--- src/rtl/spu_issue_ctrl_if.sv ---
// Signal bundle between decode, spu_issue_ctrl and ID_REG_STAGE.
// The controller takes the slave modport; the decode side takes master.
interface spu_issue_ctrl_if #(
    parameter int OPW  = 11,
    parameter int LATW = 3,
    parameter int RIW  = 7
);
    logic            pair_valid;
    logic            pair_ready;
    logic            flush;

    logic [OPW-1:0]  opcode_in1, opcode_in2;
    logic [RIW-1:0]  ra_in1, rb_in1, rc_in1, rt_in1;
    logic [RIW-1:0]  ra_in2, rb_in2, rc_in2, rt_in2;
    logic            use_ra_in1, use_rb_in1, use_rc_in1, wr_rt_in1;
    logic            use_ra_in2, use_rb_in2, use_rc_in2, wr_rt_in2;
    logic [LATW-1:0] lat_in1, lat_in2;

    logic [OPW-1:0]  opcode_o1, opcode_o2;
    logic [RIW-1:0]  ra_o1, rb_o1, rc_o1, rt_o1;
    logic [RIW-1:0]  ra_o2, rb_o2, rc_o2, rt_o2;
    logic            issue1, issue2, nop;

    modport master (
        output pair_valid, flush,
               opcode_in1, opcode_in2,
               ra_in1, rb_in1, rc_in1, rt_in1,
               ra_in2, rb_in2, rc_in2, rt_in2,
               use_ra_in1, use_rb_in1, use_rc_in1, wr_rt_in1,
               use_ra_in2, use_rb_in2, use_rc_in2, wr_rt_in2,
               lat_in1, lat_in2,
        input  pair_ready,
               opcode_o1, opcode_o2,
               ra_o1, rb_o1, rc_o1, rt_o1,
               ra_o2, rb_o2, rc_o2, rt_o2,
               issue1, issue2, nop
    );

    modport slave (
        input  pair_valid, flush,
               opcode_in1, opcode_in2,
               ra_in1, rb_in1, rc_in1, rt_in1,
               ra_in2, rb_in2, rc_in2, rt_in2,
               use_ra_in1, use_rb_in1, use_rc_in1, wr_rt_in1,
               use_ra_in2, use_rb_in2, use_rc_in2, wr_rt_in2,
               lat_in1, lat_in2,
        output pair_ready,
               opcode_o1, opcode_o2,
               ra_o1, rb_o1, rc_o1, rt_o1,
               ra_o2, rb_o2, rc_o2, rt_o2,
               issue1, issue2, nop
    );
endinterface

--- src/rtl/spu_issue_ctrl.sv ---
// Dual-issue in-order issue controller: buffers one decoded pair, checks RAW/WAW
// against a per-register latency scoreboard and drives the ID_REG_STAGE enables.
module spu_issue_ctrl #(
    parameter int NREG = 128,
    parameter int LATW = 3,
    parameter int OPW  = 11
) (
    input  logic              clk,
    input  logic              reset,
    spu_issue_ctrl_if.slave   bus
);
    localparam int RIW = $clog2(NREG);

    typedef enum logic [1:0] {EMPTY, FULL, HALF} state_t;

    typedef struct packed {
        logic [OPW-1:0]  op;
        logic [RIW-1:0]  ra;
        logic [RIW-1:0]  rb;
        logic [RIW-1:0]  rc;
        logic [RIW-1:0]  rt;
        logic            use_ra;
        logic            use_rb;
        logic            use_rc;
        logic            wr_rt;
        logic [LATW-1:0] lat;
    } slot_t;

    state_t          r_state, w_next;
    slot_t           r_s1, r_s2;
    slot_t           w_in1, w_in2;
    logic [LATW-1:0] r_sb [NREG];

    logic w_blk1, w_blk2, w_intra;
    logic w_issue1, w_issue2, w_ready, w_accept;

    always_comb begin
        w_in1 = '{op: bus.opcode_in1, ra: bus.ra_in1, rb: bus.rb_in1, rc: bus.rc_in1,
                  rt: bus.rt_in1, use_ra: bus.use_ra_in1, use_rb: bus.use_rb_in1,
                  use_rc: bus.use_rc_in1, wr_rt: bus.wr_rt_in1, lat: bus.lat_in1};
        w_in2 = '{op: bus.opcode_in2, ra: bus.ra_in2, rb: bus.rb_in2, rc: bus.rc_in2,
                  rt: bus.rt_in2, use_ra: bus.use_ra_in2, use_rb: bus.use_rb_in2,
                  use_rc: bus.use_rc_in2, wr_rt: bus.wr_rt_in2, lat: bus.lat_in2};
    end

    // Any nonzero countdown means the register's producer is still in flight.
    always_comb begin
        w_blk1  = (r_s1.use_ra && (r_sb[r_s1.ra] != '0)) ||
                  (r_s1.use_rb && (r_sb[r_s1.rb] != '0)) ||
                  (r_s1.use_rc && (r_sb[r_s1.rc] != '0)) ||
                  (r_s1.wr_rt  && (r_sb[r_s1.rt] != '0));
        w_blk2  = (r_s2.use_ra && (r_sb[r_s2.ra] != '0)) ||
                  (r_s2.use_rb && (r_sb[r_s2.rb] != '0)) ||
                  (r_s2.use_rc && (r_sb[r_s2.rc] != '0)) ||
                  (r_s2.wr_rt  && (r_sb[r_s2.rt] != '0));
        w_intra = r_s1.wr_rt &&
                  ((r_s2.use_ra && (r_s2.ra == r_s1.rt)) ||
                   (r_s2.use_rb && (r_s2.rb == r_s1.rt)) ||
                   (r_s2.use_rc && (r_s2.rc == r_s1.rt)) ||
                   (r_s2.wr_rt  && (r_s2.rt == r_s1.rt)));
    end

    always_ff @(posedge clk or negedge reset) begin
        if (!reset) begin
            r_state <= EMPTY;
        end else begin
            r_state <= w_next;
        end
    end

    always_comb begin
        w_next = r_state;
        if (bus.flush) begin
            w_next = EMPTY;
        end else if (w_accept) begin
            w_next = FULL;
        end else if ((r_state == FULL) && w_issue1 && !w_issue2) begin
            w_next = HALF;
        end else if (((r_state == FULL) || (r_state == HALF)) && w_issue2) begin
            // A fully drained buffer with nothing new arriving goes empty.
            w_next = EMPTY;
        end
    end

    always_comb begin
        w_issue1 = 1'b0;
        w_issue2 = 1'b0;
        unique case (r_state)
            FULL: begin
                w_issue1 = !w_blk1;
                w_issue2 = w_issue1 && !w_blk2 && !w_intra;
            end
            HALF:    w_issue2 = !w_blk2;
            default: ;
        endcase
        w_ready  = !bus.flush &&
                   ((r_state == EMPTY) ||
                    ((r_state == FULL) && w_issue1 && w_issue2) ||
                    ((r_state == HALF) && w_issue2));
        w_accept = bus.pair_valid && w_ready;
    end

    always_ff @(posedge clk or negedge reset) begin
        if (!reset) begin
            r_s1 <= '0;
            r_s2 <= '0;
        end else if (w_accept) begin
            r_s1 <= w_in1;
            r_s2 <= w_in2;
        end
    end

    // A load on issue overrides that register's decrement in the same cycle.
    always_ff @(posedge clk or negedge reset) begin
        if (!reset) begin
            for (int i = 0; i < NREG; i++) begin
                r_sb[i] <= '0;
            end
        end else begin
            for (int i = 0; i < NREG; i++) begin
                if (r_sb[i] != '0) begin
                    r_sb[i] <= r_sb[i] - LATW'(1);
                end
            end
            if (w_issue1 && r_s1.wr_rt && (r_s1.lat != '0)) begin
                r_sb[r_s1.rt] <= r_s1.lat;
            end
            if (w_issue2 && r_s2.wr_rt && (r_s2.lat != '0)) begin
                r_sb[r_s2.rt] <= r_s2.lat;
            end
        end
    end

    assign bus.pair_ready = w_ready;
    assign bus.issue1     = w_issue1;
    assign bus.issue2     = w_issue2;
    assign bus.nop        = !(w_issue1 || w_issue2);

    assign bus.opcode_o1  = r_s1.op;
    assign bus.ra_o1      = r_s1.ra;
    assign bus.rb_o1      = r_s1.rb;
    assign bus.rc_o1      = r_s1.rc;
    assign bus.rt_o1      = r_s1.rt;
    assign bus.opcode_o2  = r_s2.op;
    assign bus.ra_o2      = r_s2.ra;
    assign bus.rb_o2      = r_s2.rb;
    assign bus.rc_o2      = r_s2.rc;
    assign bus.rt_o2      = r_s2.rt;
endmodule

--- src/flat_wrapper.sv ---
// flat-port wrapper written by rule: the top's interface ports become plain ports
module spu_issue_ctrl_flat 
#(
    parameter int NREG = 128,
    parameter int LATW = 3,
    parameter int OPW  = 11
)
  (clk, reset, bus_pair_valid, bus_flush, bus_opcode_in1, bus_opcode_in2, bus_ra_in1, bus_rb_in1, bus_rc_in1, bus_rt_in1, bus_ra_in2, bus_rb_in2, bus_rc_in2, bus_rt_in2, bus_use_ra_in1, bus_use_rb_in1, bus_use_rc_in1, bus_wr_rt_in1, bus_use_ra_in2, bus_use_rb_in2, bus_use_rc_in2, bus_wr_rt_in2, bus_lat_in1, bus_lat_in2, bus_pair_ready, bus_opcode_o1, bus_opcode_o2, bus_ra_o1, bus_rb_o1, bus_rc_o1, bus_rt_o1, bus_ra_o2, bus_rb_o2, bus_rc_o2, bus_rt_o2, bus_issue1, bus_issue2, bus_nop);
  spu_issue_ctrl_if #(.OPW(OPW), .LATW(LATW), .RIW(7)) bus_i ();
  input  logic clk;
  input  logic reset;
  input wire logic [$bits(bus_i.pair_valid)-1:0] bus_pair_valid;
  input wire logic [$bits(bus_i.flush)-1:0] bus_flush;
  input wire logic [$bits(bus_i.opcode_in1)-1:0] bus_opcode_in1;
  input wire logic [$bits(bus_i.opcode_in2)-1:0] bus_opcode_in2;
  input wire logic [$bits(bus_i.ra_in1)-1:0] bus_ra_in1;
  input wire logic [$bits(bus_i.rb_in1)-1:0] bus_rb_in1;
  input wire logic [$bits(bus_i.rc_in1)-1:0] bus_rc_in1;
  input wire logic [$bits(bus_i.rt_in1)-1:0] bus_rt_in1;
  input wire logic [$bits(bus_i.ra_in2)-1:0] bus_ra_in2;
  input wire logic [$bits(bus_i.rb_in2)-1:0] bus_rb_in2;
  input wire logic [$bits(bus_i.rc_in2)-1:0] bus_rc_in2;
  input wire logic [$bits(bus_i.rt_in2)-1:0] bus_rt_in2;
  input wire logic [$bits(bus_i.use_ra_in1)-1:0] bus_use_ra_in1;
  input wire logic [$bits(bus_i.use_rb_in1)-1:0] bus_use_rb_in1;
  input wire logic [$bits(bus_i.use_rc_in1)-1:0] bus_use_rc_in1;
  input wire logic [$bits(bus_i.wr_rt_in1)-1:0] bus_wr_rt_in1;
  input wire logic [$bits(bus_i.use_ra_in2)-1:0] bus_use_ra_in2;
  input wire logic [$bits(bus_i.use_rb_in2)-1:0] bus_use_rb_in2;
  input wire logic [$bits(bus_i.use_rc_in2)-1:0] bus_use_rc_in2;
  input wire logic [$bits(bus_i.wr_rt_in2)-1:0] bus_wr_rt_in2;
  input wire logic [$bits(bus_i.lat_in1)-1:0] bus_lat_in1;
  input wire logic [$bits(bus_i.lat_in2)-1:0] bus_lat_in2;
  output wire logic [$bits(bus_i.pair_ready)-1:0] bus_pair_ready;
  output wire logic [$bits(bus_i.opcode_o1)-1:0] bus_opcode_o1;
  output wire logic [$bits(bus_i.opcode_o2)-1:0] bus_opcode_o2;
  output wire logic [$bits(bus_i.ra_o1)-1:0] bus_ra_o1;
  output wire logic [$bits(bus_i.rb_o1)-1:0] bus_rb_o1;
  output wire logic [$bits(bus_i.rc_o1)-1:0] bus_rc_o1;
  output wire logic [$bits(bus_i.rt_o1)-1:0] bus_rt_o1;
  output wire logic [$bits(bus_i.ra_o2)-1:0] bus_ra_o2;
  output wire logic [$bits(bus_i.rb_o2)-1:0] bus_rb_o2;
  output wire logic [$bits(bus_i.rc_o2)-1:0] bus_rc_o2;
  output wire logic [$bits(bus_i.rt_o2)-1:0] bus_rt_o2;
  output wire logic [$bits(bus_i.issue1)-1:0] bus_issue1;
  output wire logic [$bits(bus_i.issue2)-1:0] bus_issue2;
  output wire logic [$bits(bus_i.nop)-1:0] bus_nop;
  assign bus_i.pair_valid = bus_pair_valid;
  assign bus_i.flush = bus_flush;
  assign bus_i.opcode_in1 = bus_opcode_in1;
  assign bus_i.opcode_in2 = bus_opcode_in2;
  assign bus_i.ra_in1 = bus_ra_in1;
  assign bus_i.rb_in1 = bus_rb_in1;
  assign bus_i.rc_in1 = bus_rc_in1;
  assign bus_i.rt_in1 = bus_rt_in1;
  assign bus_i.ra_in2 = bus_ra_in2;
  assign bus_i.rb_in2 = bus_rb_in2;
  assign bus_i.rc_in2 = bus_rc_in2;
  assign bus_i.rt_in2 = bus_rt_in2;
  assign bus_i.use_ra_in1 = bus_use_ra_in1;
  assign bus_i.use_rb_in1 = bus_use_rb_in1;
  assign bus_i.use_rc_in1 = bus_use_rc_in1;
  assign bus_i.wr_rt_in1 = bus_wr_rt_in1;
  assign bus_i.use_ra_in2 = bus_use_ra_in2;
  assign bus_i.use_rb_in2 = bus_use_rb_in2;
  assign bus_i.use_rc_in2 = bus_use_rc_in2;
  assign bus_i.wr_rt_in2 = bus_wr_rt_in2;
  assign bus_i.lat_in1 = bus_lat_in1;
  assign bus_i.lat_in2 = bus_lat_in2;
  assign bus_pair_ready = bus_i.pair_ready;
  assign bus_opcode_o1 = bus_i.opcode_o1;
  assign bus_opcode_o2 = bus_i.opcode_o2;
  assign bus_ra_o1 = bus_i.ra_o1;
  assign bus_rb_o1 = bus_i.rb_o1;
  assign bus_rc_o1 = bus_i.rc_o1;
  assign bus_rt_o1 = bus_i.rt_o1;
  assign bus_ra_o2 = bus_i.ra_o2;
  assign bus_rb_o2 = bus_i.rb_o2;
  assign bus_rc_o2 = bus_i.rc_o2;
  assign bus_rt_o2 = bus_i.rt_o2;
  assign bus_issue1 = bus_i.issue1;
  assign bus_issue2 = bus_i.issue2;
  assign bus_nop = bus_i.nop;
  spu_issue_ctrl #(.NREG(NREG), .LATW(LATW), .OPW(OPW)) u_core (.clk(clk), .reset(reset), .bus(bus_i));
endmodule
--- config.mk ---
export PLATFORM = sky130hd
export DESIGN_NAME = spu_issue_ctrl_flat
export DESIGN_NICKNAME = d
export VERILOG_FILES = /design/src/rtl/spu_issue_ctrl_if.sv /design/src/rtl/spu_issue_ctrl.sv /design/src/flat_wrapper.sv
export SDC_FILE = /design/constraint.sdc
export NUM_CORES = 2
export LEC_CHECK = 0
export CAP_MARGIN = 20
export CORE_UTILIZATION = 25
export DETAILED_ROUTE_END_ITERATION = 8
export PLACE_DENSITY = 0.38
export REMOVE_ABC_BUFFERS = 1
export SLEW_MARGIN = 20
export SYNTH_ARGS = -nofsm -noshare
export SYNTH_HDL_FRONTEND = slang
export SYNTH_SLANG_ARGS = --single-unit
--- constraint.sdc ---
create_clock -name clk -period 3.8 [get_ports clk]
set_input_delay 0.95 -clock clk [delete_from_list [all_inputs] [get_ports clk]]
set_output_delay 0.95 -clock clk [all_outputs]
set_load 0.005 [all_outputs]
==> summary.md <==
| Metric | Value |
|---|---|
| Post-synthesis instance area | 0.0501 sq mm |
| Final hold violations | 0 |
| Rel. slew slack | 0.301 |
| Status | complete, but fails checks |
| 1st-iter DRT viols | 6,293 |
| Synth warnings | 0 |
| CP max FO | 8 |
| Xor/xnor share of the synthesized area | 0.0273 |
| Setup Slack @ Placement | -2.13 ns |
| Yosys cell types | 92 |
| Worst path arrival time | 4.46 ns |
| Fillers | 20.1k |
| Final nets | 7,318 |
| RePlAce Congestion | 1.08 |
| Syn avg cell area | 9.37 sq um |
| Ys flop type | dfrtp_1 |
| DRT Pass-1 Iters | 6 |
| Tmin final | 5.41 ns |
| Drt total wl | 341,000 um |
| Crit path launch | u_core.bus.rt_o2[1]$_DFFE_PN0P_ |
| Adder-cell share of the synthesized area | 0.0967 |
| Area Overhead vs Synth | 47.1% |
| Core ar. | 0.198 sq mm |
| Crit Path Class | flop to output port |
| First-pass GRT wire length | 460,000 um |
| Final period util | 1.42 |
| Fin Clk Skew | 0.0496 ns |
| # IOs | 178 |
| Die W | 450 um |
| CTS root buffer | clkbuf_16 |
| Post-DP HPWL | 265,000 um |
| Worst path required time | 2.85 ns |
| Least-Margin Pin Slew | 1.04 ns |
| Top post-synthesis cells by area | dfrtp_1, mux2i_1, mux4_2 |
| Worst r2r src | u_core.bus.rt_o1[2]$_DFFE_PN0P_ |
| Startpoint Class | flop |
| R2r worst-path depth | 22 |
| Crit. End Element | output port |
| Initial antenna violation count | 22 |
| Most frequent cells in the layout | buf_4, mux2i_1, inv_1, dfrtp_1, ha_1 |
| Peak Freq | 185 MHz |
| R2r endpoint | u_core.r_sb[170]$_DFF_PN0_ |
| Share of cells above drive strength 1 | 0.388 |
| Vias in the first global route | 52.4k |
| Pin count of the biggest net entering global routing | 84 |
| Largest family of logic cells by synthesized area | multiplexers |
| CTS Sinks | 478 |
| DR WL/cell | 35.8 um |
| Final setup fails | 482 |
| RSZ-0062 raised after global routing | true |
| Largest Register | u_core.r_sb |
| CTS tree | yes |
| Max VDD drop | 0.726 mV |
| Max-Cap Viols | 0 |
| Vias per cell | 5.56 |
| PwrDens | 1110 mW/mm^2 |
| EDFF count, synth | 0 |
| Synth top area share | 0.239 |
| Leakage power | 36.9 nW |
| GRT Overall Usage | 0.327 |
| Post-Synthesis Cells | 5,345 |
| H-Tree Depth | 3 |
| Final Non-Filler Cells | 9,536 |
| Final WS setup | -1.61 ns |
| DR vias | 53.1k |
| Latest clock arrival within the worst-skew pair | 0.76 ns |
| Port bufs | 177 |
| Seq/Total Area, Yosys | 0.239 |
| Die height | 450 um |
| Failing checks | negative setup slack |
| CTS Buf Count | 71 |
| Clock transition at path regs | 0.07 ns |
| Most common cell after layout, fill and taps aside | buf_4 |
| Flops & latches, synth | 478 |
| Initial Utilization | 0.253 |
| R2R setup slack | -1.25 ns |
| Post-Synth Simple-Gate Area | 0.117 |
| Critical path destination | bus_nop |
| Ys async rst share | 1.00 |
| Total power | 81.9 mW |
| Hold crit path type | input pin to async pin |
| # placed instances | 9,284 |
| Synth area leader | dfrtp_1 |
| Largest register FFs | 384 |
| Clock buffer depth | 3 |
| Die Area | 0.202 sq mm |
| Compound-Gate Fraction of Synth Area | 0.108 |
| Post-synthesis mux area share | 0.313 |
| Total gr overflow | 0 |
| Drt drc | 0 |
| Placement Rows | 163 |
| Pins Over Slew Limit | 0 |
| Post-DRT Antenna Nets | 0 |
## cells in the mapped netlist, drive strengths merged, types with 16 or more instances
| cell | instances |
|---|---|
| mux2i | 945 |
| inv | 550 |
| dfrtp | 478 |
| ha | 387 |
| clkbuf | 357 |
| nor3 | 253 |
| buf | 249 |
| nor2 | 227 |
| mux4 | 221 |
| nand2 | 211 |
| o21ai | 148 |
| or4 | 137 |
| nand3 | 132 |
| xnor2 | 132 |
| mux2 | 110 |
| a21oi | 101 |
| a211oi | 69 |
| a221oi | 65 |
| a2111oi | 42 |
| nor4 | 41 |
| a31oi | 35 |
| or3 | 32 |
| o211ai | 29 |
| o22ai | 29 |
| a22oi | 26 |
| nor2b | 26 |
| xor2 | 24 |
| a311oi | 22 |
| nand2b | 21 |
| o2111ai | 17 |
| o311ai | 16 |
## through the flow
step	area, sq um	TNS (ns)	hold WS [ns]	util
floorplan	47200	-3350.92	0.480	-
global route	73700	-525.01	0.266	0.372
finish	73700	-493.07	0.252	0.372
detailed placement	67300	-723.70	0.481	0.340
global placement	67300	-979.82	0.475	0.339
CTS	72600	-450.35	0.260	0.366
## how the worst min path moves through the flow
stage                                          end  slack [ns]
5_1_grt                 u_core.r_sb[258]$_DFF_PN0_        0.27
6_report                u_core.r_sb[258]$_DFF_PN0_        0.25
2_1_floorplan           u_core.r_s1[4]$_DFFE_PN0P_        0.48
3_3_place_gp   u_core.bus.opcode_o2[8]$_DFFE_PN0P_        0.47
3_5_place_dp   u_core.bus.opcode_o2[4]$_DFFE_PN0P_        0.48
4_1_cts                 u_core.r_sb[350]$_DFF_PN0_        0.26
## per-layer routing
metal  vias up  share of wire  wire (um)  global-route usage
met5         -        0.00027         92                   0
met4        14          0.071      24100               0.186
met3       746          0.083      28300              0.0618
met2      2727           0.43     146000               0.495
met1     27300           0.42     143000               0.434
li1      22300              -          -                   -
## power breakdown
group / switching, mW / internal, mW / total, mW
clock: 2.94 / 4.21 / 7.15
combinational: 36.2 / 28.1 / 64.3
sequential: 3.19 / 7.26 / 10.5
## kinds of logic after synthesis
logic type | after synthesis
mux | 1276
buf+inv | 1165
simple gates | 1139
compound gates | 744
flops | 478
fa+ha+maj | 387
xor+xnor | 156
## worst max-delay path, cell delays in order (launching register included)
cell and delay (ns):
dfrtp_4 0.61, buf_12 0.20, buf_6 0.12, inv_4 0.05, buf_12 0.12, mux4_2 0.31, o31a_1 0.37, a21oi_2 0.16
buf_4 0.17, o2111ai_2 0.12, o31a_1 0.29, or4_4 0.56, a21oi_4 0.17, buf_12 0.16, buf_8 0.11, nor2_2 0.03
buf_2 0.12
## final cells by class
type                            count  area [sq um]  area share
Multi-Input combinational cell   3702         35000       0.475
Tap cell                         2640          3300      0.0448
Antenna cell                        6          15.0    0.000204
Timing Repair Buffer             2023         18800       0.255
Sequential cell                   478         12000       0.163
Clock inverter                     26           349     0.00474
Inverter                          559          2140      0.0290
Clock buffer                      102          2070      0.0280
## repair_timing
| item | in CTS | in global routing |
|---|---|---|
| resized for setup | 431 | 205 |
| setup buffers | 67 | 45 |
| hold buffers | 0 | 0 |
| cloned | 21 | 6 |
| setup endpoints to repair | 482 | 482 |
| pin swaps | 71 | 67 |
No activity file was read; power rests on OpenSTA's default activity.
